File: src/rtl/qeciphy_pkg.sv
// qeciphy_pkg: constants and helpers shared by the TX and RX width converters.
package qeciphy_pkg;

    localparam logic [63:0] FAW_WORD = 64'hA5C3_3C5A_D2B4_4B2D;

    function automatic logic is_faw(input logic [63:0] w);
        return w == FAW_WORD;
    endfunction

endpackage

File: src/rtl/qeciphy_tx_64b_to_32b.sv
// qeciphy_tx_64b_to_32b: serialises 64-bit words into a 32-bit stream, low half first,
// framing with FAW bursts for alignment and FAW idle fill when no word is waiting.
module qeciphy_tx_64b_to_32b
    import qeciphy_pkg::*;
#(
    parameter int ALIGN_WORDS = 16
) (
    input  logic        clk_i,
    input  logic        rst_n_i,
    input  logic        align_req_i,
    input  logic [63:0] s_tdata_i,
    input  logic        s_tvalid_i,
    output logic        s_tready_o,
    output logic [31:0] tdata_32b_o,
    output logic        faw_active_o,
    output logic        align_done_o
);

    typedef enum logic [2:0] {
        ST_RESET = 3'b001,
        ST_ALIGN = 3'b010,
        ST_DATA  = 3'b100
    } state_t;

    localparam logic [7:0] ALIGN_CNT = 8'(ALIGN_WORDS);

    state_t      state;
    logic        phase;
    logic [63:0] out_reg;
    logic        out_faw;
    logic [63:0] hold;
    logic        hold_valid;
    logic        align_pend;
    logic [7:0]  cnt;

    assign s_tready_o = (state == ST_DATA) && !hold_valid;

    // Slot decisions happen only when phase is 1 before the edge (slot boundary).
    always_ff @(posedge clk_i or negedge rst_n_i) begin
        if (!rst_n_i) begin
            state        <= ST_RESET;
            phase        <= 1'b1;
            out_reg      <= '0;
            out_faw      <= 1'b0;
            hold         <= '0;
            hold_valid   <= 1'b0;
            align_pend   <= 1'b0;
            cnt          <= '0;
            tdata_32b_o  <= '0;
            faw_active_o <= 1'b0;
            align_done_o <= 1'b0;
        end else begin
            phase        <= !phase;
            tdata_32b_o  <= phase ? out_reg[63:32] : out_reg[31:0];
            faw_active_o <= out_faw;
            if (s_tvalid_i && s_tready_o) begin
                hold       <= s_tdata_i;
                hold_valid <= 1'b1;
            end
            if (align_req_i)
                align_pend <= 1'b1;
            if (phase) begin
                case (state)
                    ST_RESET: begin
                        state   <= ST_ALIGN;
                        out_reg <= FAW_WORD;
                        out_faw <= 1'b1;
                        cnt     <= 8'd1;
                    end
                    ST_ALIGN: begin
                        if (align_pend) begin
                            out_reg    <= FAW_WORD;
                            out_faw    <= 1'b1;
                            cnt        <= 8'd1;
                            align_pend <= align_req_i;
                        end else if (cnt < ALIGN_CNT) begin
                            out_reg <= FAW_WORD;
                            out_faw <= 1'b1;
                            cnt     <= cnt + 8'd1;
                        end else begin
                            state        <= ST_DATA;
                            align_done_o <= 1'b1;
                            out_reg      <= hold_valid ? hold : FAW_WORD;
                            out_faw      <= !hold_valid;
                            if (hold_valid)
                                hold_valid <= 1'b0;
                        end
                    end
                    ST_DATA: begin
                        if (align_pend) begin
                            state        <= ST_ALIGN;
                            align_done_o <= 1'b0;
                            out_reg      <= FAW_WORD;
                            out_faw      <= 1'b1;
                            cnt          <= 8'd1;
                            align_pend   <= align_req_i;
                        end else begin
                            out_reg <= hold_valid ? hold : FAW_WORD;
                            out_faw <= !hold_valid;
                            if (hold_valid)
                                hold_valid <= 1'b0;
                        end
                    end
                    default: state <= ST_RESET;
                endcase
            end
        end
    end

endmodule

File: config.mk
export PLATFORM = sky130hd
export DESIGN_NAME = qeciphy_tx_64b_to_32b
export DESIGN_NICKNAME = d
export VERILOG_FILES = /design/src/rtl/qeciphy_pkg.sv /design/src/rtl/qeciphy_tx_64b_to_32b.sv
export SDC_FILE = /design/constraint.sdc
export NUM_CORES = 1
export LEC_CHECK = 0
export BUFFER_PORTS_ARGS = -buffer_cell sky130_fd_sc_hd__clkbuf_2
export CAP_MARGIN = 40
export CELL_PAD_IN_SITES_DETAIL_PLACEMENT = 0
export CELL_PAD_IN_SITES_GLOBAL_PLACEMENT = 2
export CORE_MARGIN = 4
export CORE_UTILIZATION = 42
export CTS_BUF_LIST = sky130_fd_sc_hd__clkbuf_2 sky130_fd_sc_hd__clkbuf_4 sky130_fd_sc_hd__clkbuf_8
export DETAILED_ROUTE_END_ITERATION = 16
export GPL_TIMING_DRIVEN = 1
export PLACE_DENSITY_LB_ADDON = 0.1
export SLEW_MARGIN = 30
export SYNTH_ARGS = -nofsm -noshare
export SYNTH_HDL_FRONTEND = slang
export SYNTH_SLANG_ARGS = --single-unit
export TNS_END_PERCENT = 10
File: constraint.sdc
create_clock -name clk_i -period 2 [get_ports clk_i]
set_input_delay 0.3 -clock clk_i [delete_from_list [all_inputs] [get_ports clk_i]]
set_output_delay 0.3 -clock clk_i [all_outputs]
set_load 0.1 [all_outputs]
==> metrics list, run 1 <==
* Peak VDD IR: 0.4399 mV
- Outcome: complete, no violations
- Number of violations of the max-capacitance limit: 0
* Total non-filler cell area in the finished layout: 8078 µm²
- Internal power: 4.651 mW
- Clock tree synthesis selected as its root buffer the cell clkbuf_8.
* Area share of the largest cell type after synthesis: 0.6506
- Setup violations remaining at the end of the flow were counted as 0.
- Most frequent standard cell in the layout excluding fill and tap cells: dfrtp_1
* Number of global-route vias before repair: 4,332
- Syn avg cell area: 15.51 µm²
- CP max FO: 5
* Warning count from the yosys run: 0
- Summed over all instances, the cell type with the most area after synthesis is dfrtp_1.
- The die is 134.6 µm wide.
- Of the total power, the share spent switching nets is 0.2455.
* Hold Worst Slack: 0.04634 ns
- Entering global routing, the biggest net connects 54 pins.
* Setup Skew: 0.01497 ns
- Final clock period utilization by the worst path: 0.9183
- The worst setup path is launched from a flop.
- Summed over all layers, the routed wires come to 13,850 µm.
- The share of total power dissipated in combinational logic is 0.034.
* Measured slew at the worst slew-check pin: 0.5692 ns
- Data on the critical path is required at its endpoint by 1.70 ns.
- Final hold violations: 0
- Net Switching: 1.513 mW
- Part of the Yosys area used for sequential elements: 0.6584
- No sink is reached through more buffers than the 2 on the longest clock path.
- Initial antenna violation count: 0
- Dividing the detail-routed wire length by the instance count gives 17.66 µm.
- Clock-pin slew on the worst setup and hold paths: 0.10 ns
- CTS saw 177 sinks.
- The total area inside the core boundary comes to 15,770 µm².
- After layout, the worst setup slack is 0.1634 ns.
- Total clock buffers created by CTS: 17
- Area growth from synthesis to layout: 20.00%
- Number of standard-cell rows in the floorplan: 46
- After detailed routing, the number of remaining DRC violations is 0.
- For this run, the leading register cell type out of synthesis is dfrtp_1.
- IO Port Bufs: 102
- Worst Path Arrival: 1.54 ns
- Clk_lat worst skew: 0.45 ns
* RSZ-0062 raised after global routing: no
- Based on the critical path, the design can be clocked at up to 544.5 MHz.
- Number of enable-type register cells in the synthesized netlist: 0
* Ranking of synthesized cells by area: dfrtp_1 65%, mux2_1 11%, mux2_2 5.4%
- Netlist area before placement: 6731 µm²
* DRT Pass-1 Iters: 4
- The share of total power dissipated in the clock network is 0.381.
* Layout cells sized above 1: 0.3680
- The worst path in the final design needs a cycle of 1.837 ns, including I/O delays and setup.
- The worst setup path is captured at an output port.
* Classification of the worst setup path: flop to output port
- From bottom edge to top edge, the die measures 134.6 µm.
* TritonCTS clock tree: built
* I/O pin count: 103
- Routed via count divided by cell count: 5.022
- Worst min-delay path class: primary input to flop
- GRT Total Usage: 0.1645
- Fraction of registers with async set/reset: 1.000
- The final-report max-slew violation count came to 0.
* Rel. slew slack: 0.6221
- Total grt overflow: 0
* Mapped Nets: 503
* Global-route wire length before repair: 23,060 µm
* CTS H-tree lvls: 4
* Number of library cell types mapped by synthesis: 42
* Detailed placement HPWL: 9076 µm
- For this configuration, the core starts out at a cell density of 0.4268.
* Syn Inst Count: 434
- The die covers 18,120 µm².
- Total number of nets in the final design: 624
* Placed instance area: 7651 µm²
- The routed layout has 3,937 vias.
- Once layout is complete, the utilization of the core stands at 0.5122.
* Post-detailed-route count of antenna-violating nets: 0
- Total leakage power: 3.975 nW
* Antenna Diode Count: 0
- Synth Register Bits: 177
* Pwr dens: 763.1 nW/µm²
- At the end of routability-driven placement, the weighted congestion stood at 0.7581.
- Detailed Route Iter0 Violations: 168
* Pre-CTS setup slack: 0.1432 ns
* Commonest non-fill, non-tap cells in the layout: 175 x dfrtp_1, 100 x clkbuf_2, 64 x mux2_1
- Of the total power, registers draw 0.585.
- Filler Cell Count: 1,417
[routing by layer]
layer / track usage / routed length (µm) / vias up
met5: 0 / 0 / -
met4: 0.04695 / 153 / 0
met3: 0.05179 / 639 / 9
met2: 0.2634 / 6685 / 77
met1: 0.2180 / 6368 / 2017
li1: - / - / 1834
[stage by stage]
step / TNS (ns) / instances / total power [mW]
2_1_floorplan: -18.99 / 434 / 3.718
3_3_place_gp: 0 / 747 / 3.890
3_5_place_dp: 0 / 747 / 3.896
4_1_cts: 0 / 781 / 6.269
5_1_grt: 0 / 784 / 6.452
6_report: 0 / 784 / 6.164
[area by class of cell]
class                   instances  area [µm²]  share of cell area
flip-flops and latches        177        4432              0.5486
multi-input cells             225        2146              0.2656
repair buffers                130       835.8              0.1035
well taps                     216       270.3             0.03346
clock buffers                  19       261.5             0.03237
clock inverters                13       117.6             0.01456
inverters                       4       15.01            0.001859
[cells by family after synthesis]
group	synth area share
flip-flops	0.6584
multiplexers	0.1636
AO/OA/AOI/OAI	0.1177
buffers and inverters	0.02602
AND/OR/NAND/NOR	0.03253
adder cells (fa/ha/maj)	0.001858
[worst max-delay path, cell delays in order, from the launching register on]
cell and delay [ns]:
dfrtp_1 0.40, nand2b_4 0.18, nor3_4 0.17, buf_4 0.17, buf_12 0.17
[power groups by stage]
stage | registers (mW) | logic [mW] | clock network, mW
floorplan | 3.69 | 0.0318 | 0
detailed placement | 3.68 | 0.218 | 0
CTS | 3.61 | 0.220 | 2.44
finish | 3.61 | 0.209 | 2.35
global placement | 3.68 | 0.213 | 0
global route | 3.61 | 0.244 | 2.60
[cell usage after synthesis (all sizes together), types with 2 or more instances]
library cell and count:
inv 4, nor2 6, a31o 2, a22o 34, buf 27, nand2b 7, o211a 2, o21ai 7
dfstp 2, and3 3, and2 2, nand2 4, dfrtp 175, a21oi 7, a31oi 4, mux2i 2
nand3b 2, a21o 3, mux2 96, o22a 32
[worst paths after layout]
kind                                from              to  slack [ns]  cells past startpoint
max reg2reg                        phase     out_reg[24]        0.24                      4
max in group asynchronous        rst_n_i        hold[49]        1.01                      3
min                        s_tdata_i[20]        hold[20]        0.05                      2
max                             state[1]      s_tready_o        0.16                      4
min reg2reg                      out_faw    faw_active_o        0.39                      0
min in group asynchronous        rst_n_i  tdata_32b_o[3]        0.38                      2
[what timing repair did]
| item | in CTS | in global routing |
|---|---|---|
| buffers inserted | 1 | 3 |
| setup endpoints to repair | 1 | 3 |
| hold endpoints to repair | 45 | 0 |
| cloned | 0 | 0 |
| hold buffers | 1 | 0 |
| pin swaps | 0 | 1 |
| gates resized for setup | 1 | 1 |
No activity file was read; power rests on OpenSTA's default activity.
==> inputs of run 2 (changes only) <==
--- a/config.mk
+++ b/config.mk
@@ -15,4 +15,5 @@
 export DETAILED_ROUTE_END_ITERATION = 16
 export GPL_TIMING_DRIVEN = 1
+export HOLD_SLACK_MARGIN = 0.1
 export PLACE_DENSITY_LB_ADDON = 0.1
 export SLEW_MARGIN = 30
==> constraint.sdc (replaced) <==
create_clock -name clk_i -period 1.7 [get_ports clk_i]
set_input_delay 0.255 -clock clk_i [delete_from_list [all_inputs] [get_ports clk_i]]
set_output_delay 0.255 -clock clk_i [all_outputs]
set_load 0.02 [all_outputs]
==> run 2 against run 1 <==
  * Via count increased by 9.8%
  * Routed wire length rose by 14%
  * Non-clock buffer count grew 80
  * Flip-flop and latch count unchanged
==> metrics list, run 2 (synthesized netlist as in run 1, its figures left out) <==
- The congestion estimate from routability-driven global placement came to 0.7437.
- Pwr dens: 823.0 nW/µm²
- I/O pin count: 103
- Summing all multi-input logic gate instances after layout gives 2369 µm².
- On the final layout, the worst clock skew is 0.009396 ns.
* Worst min-delay path class: primary input to asynchronous set/reset pin
- Critical path startpoint: state[1]
* Initial antenna violation count: 0
- Final standard cell count with taps included and fillers excluded: 864
* Rel. slew slack: 0.7803
* Detailed placement HPWL: 9021 µm
- For this run, design rule violations remaining after detail routing come to 0.
- The design draws 7.622 mW.
- Detail-routed net length per standard cell: 18.22 µm
- Dividing the final minimum period by the clock period gives 0.9874.
* Floorplan core area: 15,770 µm²
* Total number of nets in the final design: 704
- The number of antenna diodes in the final layout is 0.
* Largest net degree at the start of global routing: 59
- Final Critical Period: 1.679 ns
* Worst setup slack after layout: 0.02137 ns
- The sequential cells in the finished layout cover a total of 4433 µm².
- For this run, the total global-route usage over all layers was measured as 0.1688.
* Layout cells sized above 1: 0.4244
* Starting density of the core: 0.4268
* Measured slew at the worst slew-check pin: 0.3296 ns
* Clock root buffer master: clkbuf_8
* Data required time at the worst endpoint: 2.03 ns
- After detailed placement, the design holds a cell count of 753.
- Peak VDD IR: 0.4425 mV
* Vias: 4,322
- IO Port Bufs: 102
* Global-route wire length before repair: 23,780 µm
* Final hold violations: 0
- Total leakage power: 4.531 nW
* DRT Pass-1 Iters: 4
- Die footprint: 18,120 µm²
- In this run the vertical extent of the chip is 134.6 µm.
- # setup viols final: 0
- Number of buffers on the longest clock path: 2
- Critical Path Source Type: flop
- Setup total negative slack on the finished layout was measured at 0 ns.
* Post-detailed-route count of antenna-violating nets: 0
* Number of violations of the max-capacitance limit: 0
- The floorplan has 46 rows.
* Area growth from synthesis to layout: 37.58%
- Clock-pin slew was measured on the worst setup and hold paths at 0.09 ns.
- Total grt overflow: 0
- Pre-CTS setup slack: -0.008495 ns
- Final wirelength: 15,740 µm
- The worst setup path is of the flop to flop kind.
- Sort of element at the end of the critical path: flop
- The floorplan step set the die width to 134.6 µm.
- Dividing the detail-routed via count by the number of cells gives 5.002.
- Static timing analysis puts the maximum clock frequency at 595.7 MHz.
- Leaving out fill and tap cells, the most frequent cell in the layout is dfrtp_1.
* RR Startpoint: state[1]
- The tightest hold path in the finished design has a slack of 0.2563 ns.
* CP max FO: 12
* Number of global-route vias before repair: 4,565
- For the worst-skew pair, the clock arrives at the later sink with an insertion delay of 0.45 ns.
* Outcome: complete, no violations
- Detailed Route Iter0 Violations: 150
- Counting the fill cells in the layout gives 1,329.
- Sink count of the clock tree: 177
* Final number of max-transition violations: 0
- Worst Path Arrival: 2.01 ns
- Total clock buffers created by CTS: 17
- TritonCTS built the clock tree.
- RSZ-0062 raised after global routing: yes
- In this run the number of H-tree levels came out at 4.
- In the layout the commonest cells are 174 x dfrtp_1, 100 x clkbuf_2, 67 x dlygate4sd3_1.
run 2: stage by stage:
step                instance area (µm²)    util
CTS                                8841  0.5606
global route                       9261  0.5873
detailed placement                 7701  0.4883
floorplan                          6731       -
global placement                   7701  0.4883
finish                             9261  0.5873
run 2: power breakdown:
group,switching (mW),internal (mW)
Clock,1.55,1.47
Combinational,0.159,0.196
Sequential,0.0198,4.22
run 2: timing repair:
action / in CTS / in global routing
gates cloned: 0 / 6
pin swaps: 2 / 4
setup buffers: 4 / 2
setup endpoints to repair: 35 / 134
resized for setup: 5 / 62
hold buffers: 67 / 0
hold endpoints to repair: 243 / 0
run 2: cell type report:
cell class / instances / area share
clock buffers: 17 / 0.02526
well taps: 216 / 0.02918
repair buffers: 210 / 0.1894
flip-flops and latches: 177 / 0.4787
inverters: 4 / 0.001621
clock inverters: 15 / 0.02013
multi-input cells: 225 / 0.2557
run 2: routing by layer:
layer,vias to the layer above,GRT usage,part of all wire
met5,-,0,0
met4,0,0.05260,0.010
met3,11,0.04098,0.030
met2,67,0.2631,0.46
met1,2236,0.2361,0.50
li1,2008,-,-
run 2: path summary, 6_finish.rpt:
| check | depth (start not counted) | end | slack, ns |
|---|---|---|---|
| setup / recovery | 6 | hold[34] | 0.02 |
| hold / removal | 2 | hold[31] | 0.26 |
| setup reg to reg | 6 | hold[34] | 0.02 |
| hold reg to reg | 0 | faw_active_o | 0.39 |
| max in group asynchronous | 3 | out_reg[62] | 0.79 |
| min in group clk_i | 0 | faw_active_o | 0.39 |
run 2: critical path: stages, from the launching register on:
cell and delay [ns]:
dfrtp_2 0.44, nand2b_4 0.16, nor3_4 0.16, buf_6 0.15, nand2_8 0.11, clkbuf_16 0.22
mux2_1 0.31
==> inputs of run 3 (changes only) <==
GPL_TIMING_DRIVEN = 0   (was 1)
==> run 3 against run 2 <==
  * The run now ends with setup timing left
  * Clock power is 2% higher
  * Worst hold slack better by 0.029 ns
  * Largest power group unchanged
  * Clock-buffer cell count grew 3
  * Largest cell class unchanged
  * Highest routed layer unchanged
  * Total power is 0.81% higher
  * Final cell count grew 0.12%
==> metrics list, run 3 (synthesized netlist as in run 1, its figures left out) <==
* Number of buffers on the longest clock path: 2
- Core occupancy in the finished layout: 0.5709
* Overall die height: 134.6 µm
- Detailed placement ended at an HPWL of 9908 µm.
* Measured slew at the worst slew-check pin: 0.5628 ns
- Total chip power: 7.684 mW
- Worst setup slack after layout: -0.05125 ns
* Pwr dens: 853.4 nW/µm²
- Register area: 4433 µm²
- Placed cell count: 754
- Clock root buffer master: clkbuf_8
- STA puts the critical path data required time at 1.44 ns.
- Sort of element at the end of the critical path: output port
* Peak VDD IR: 0.4906 mV
- Floorplan core area: 15,770 µm²
- I/O pin count: 103
- Layout cells sized above 1: 0.3482
- The die covers 18,120 µm².
* Sink count of the clock tree: 177
* Count of unresolved DRC violations after routing: 0
* Total leakage power: 4.363 nW
- Final number of max-transition violations: 0
- Filler Cell Count: 1,369
- CP max FO: 4
* Peak clock frequency supported by timing: 571.0 MHz
* Worst min-delay path class: primary input to asynchronous set/reset pin
- Detail-routed net length per standard cell: 17.71 µm
- The multi-input combinational cells in the finished layout cover a total of 2201 µm².
* Number of global-route vias before repair: 4,588
- # setup viols final: 80
- Antenna Diode Count: 0
- DRT Pass-1 Iters: 4
- Violated checks: setup timing
- Setup Skew: 0.01517 ns
* Final Critical Period: 1.751 ns
* Routed via count divided by cell count: 4.964
- After clock tree synthesis, the clock-pin slew on the worst setup and hold paths is 0.09 ns.
- Total grt overflow: 0
* IO Port Bufs: 102
* Vias: 4,294
* Largest net degree at the start of global routing: 83
- The count of final hold-check violations is 0.
- RSZ-0062 raised after global routing: yes
- The flow ran to the end, but the final reports show violations.
- The floorplan step set the die width to 134.6 µm.
* Initial antenna violation count: 0
- For this block, the routed nets add up to 15,320 µm of wire.
* Worst Path Arrival: 1.50 ns
* CTS H-tree lvls: 4
- Total clock buffers created by CTS: 17
* Global-route wire length before repair: 24,700 µm
- Total non-filler cell area in the finished layout: 9004 µm²
- Post-detailed-route count of antenna-violating nets: 0
* Placed instance area: 7576 µm²
* Final standard cell count with taps included and fillers excluded: 865
- GRT Total Usage: 0.1795
- Most frequent standard cell in the layout excluding fill and tap cells: dfrtp_1
- Relative to the synthesized area, the layout overhead comes to 33.75%.
* Final clock period utilization by the worst path: 1.030
* Clk_lat worst skew: 0.46 ns
* Detailed Route Iter0 Violations: 196
* Critical Path Source Type: flop
- TritonCTS built the clock tree.
- In this run the core area contains 46 standard-cell rows.
* Number of violations of the max-capacitance limit: 0
- Commonest non-fill, non-tap cells in the layout: 174 x dfrtp_1, 100 x clkbuf_2, 67 x dlygate4sd3_1
* Classification of the worst setup path: flop to output port
* Gp weighted congestion: 0.7852
- The initial utilization of the core area, before any placement, comes to 0.4268.
* Total number of nets in the final design: 706
* Rel. slew slack: 0.6248
==> run 3: worst max-delay path, stage by stage (launching register included) <==
cell and delay [ns]:
dfrtp_1 0.42, nand2b_4 0.18, nor3_4 0.29, buf_6 0.16
==> run 3: path summary, 6_finish.rpt <==
check                      slack [ns]  depth (start not counted)           end  startpoint
max                             -0.05                          3    s_tready_o    state[1]
min                              0.29                          2       hold[0]     rst_n_i
max reg2reg                     -0.05                          5      hold[43]    state[1]
min reg2reg                      0.39                          0  faw_active_o     out_faw
max in group asynchronous        0.70                          3      state[0]     rst_n_i
min in group clk_i               0.39                          0  faw_active_o     out_faw
==> run 3: metal layers <==
metal  wire (µm)  up-vias  track usage
met5           0        -            0
met1        7031     2205       0.2389
met4         200        0      0.05090
met2        7594       76       0.2947
li1            -     1999            -
met3         491       14      0.04508
==> run 3: per-stage QoR <==
stage / TNS, ns / setup slack (ns) / hold slack, ns
6_report: -1.721 / -0.05125 / 0.2854
5_1_grt: -6.134 / -0.1230 / 0.3080
4_1_cts: -5.398 / -0.1499 / 0.2732
3_5_place_dp: -27.94 / -0.2658 / 0.2114
3_3_place_gp: -524.78 / -2.849 / 0.3629
2_1_floorplan: 0 / 0.01299 / -0.04059
==> run 3: layout make-up <==
class	count	share of cell area
well taps	216	0.03002
inverters	4	0.001668
multi-input cells	225	0.2444
clock buffers	20	0.03057
plain buffers	27	0.02918
clock inverters	11	0.01681
repair buffers	185	0.1549
flip-flops and latches	177	0.4924
==> run 3: where the power goes <==
part           internal, mW  leakage (nW)  switching [mW]  total (mW)
clock                  1.57         0.209            1.52        3.09
combinational         0.193          1.95           0.157       0.350
sequential             4.22          2.20          0.0169        4.24
total                  5.99          4.36            1.69        7.68
==> run 3: timing repair <==
action / 4_1_cts / 5_1_grt
gates resized for setup: 31 / 21
hold buffers: 67 / 0
endpoints found under the hold margin: 160 / 0
cloned: 0 / 2
pin swaps: 1 / 6
endpoints found under the setup margin: 160 / 135
setup buffers: 0 / 12
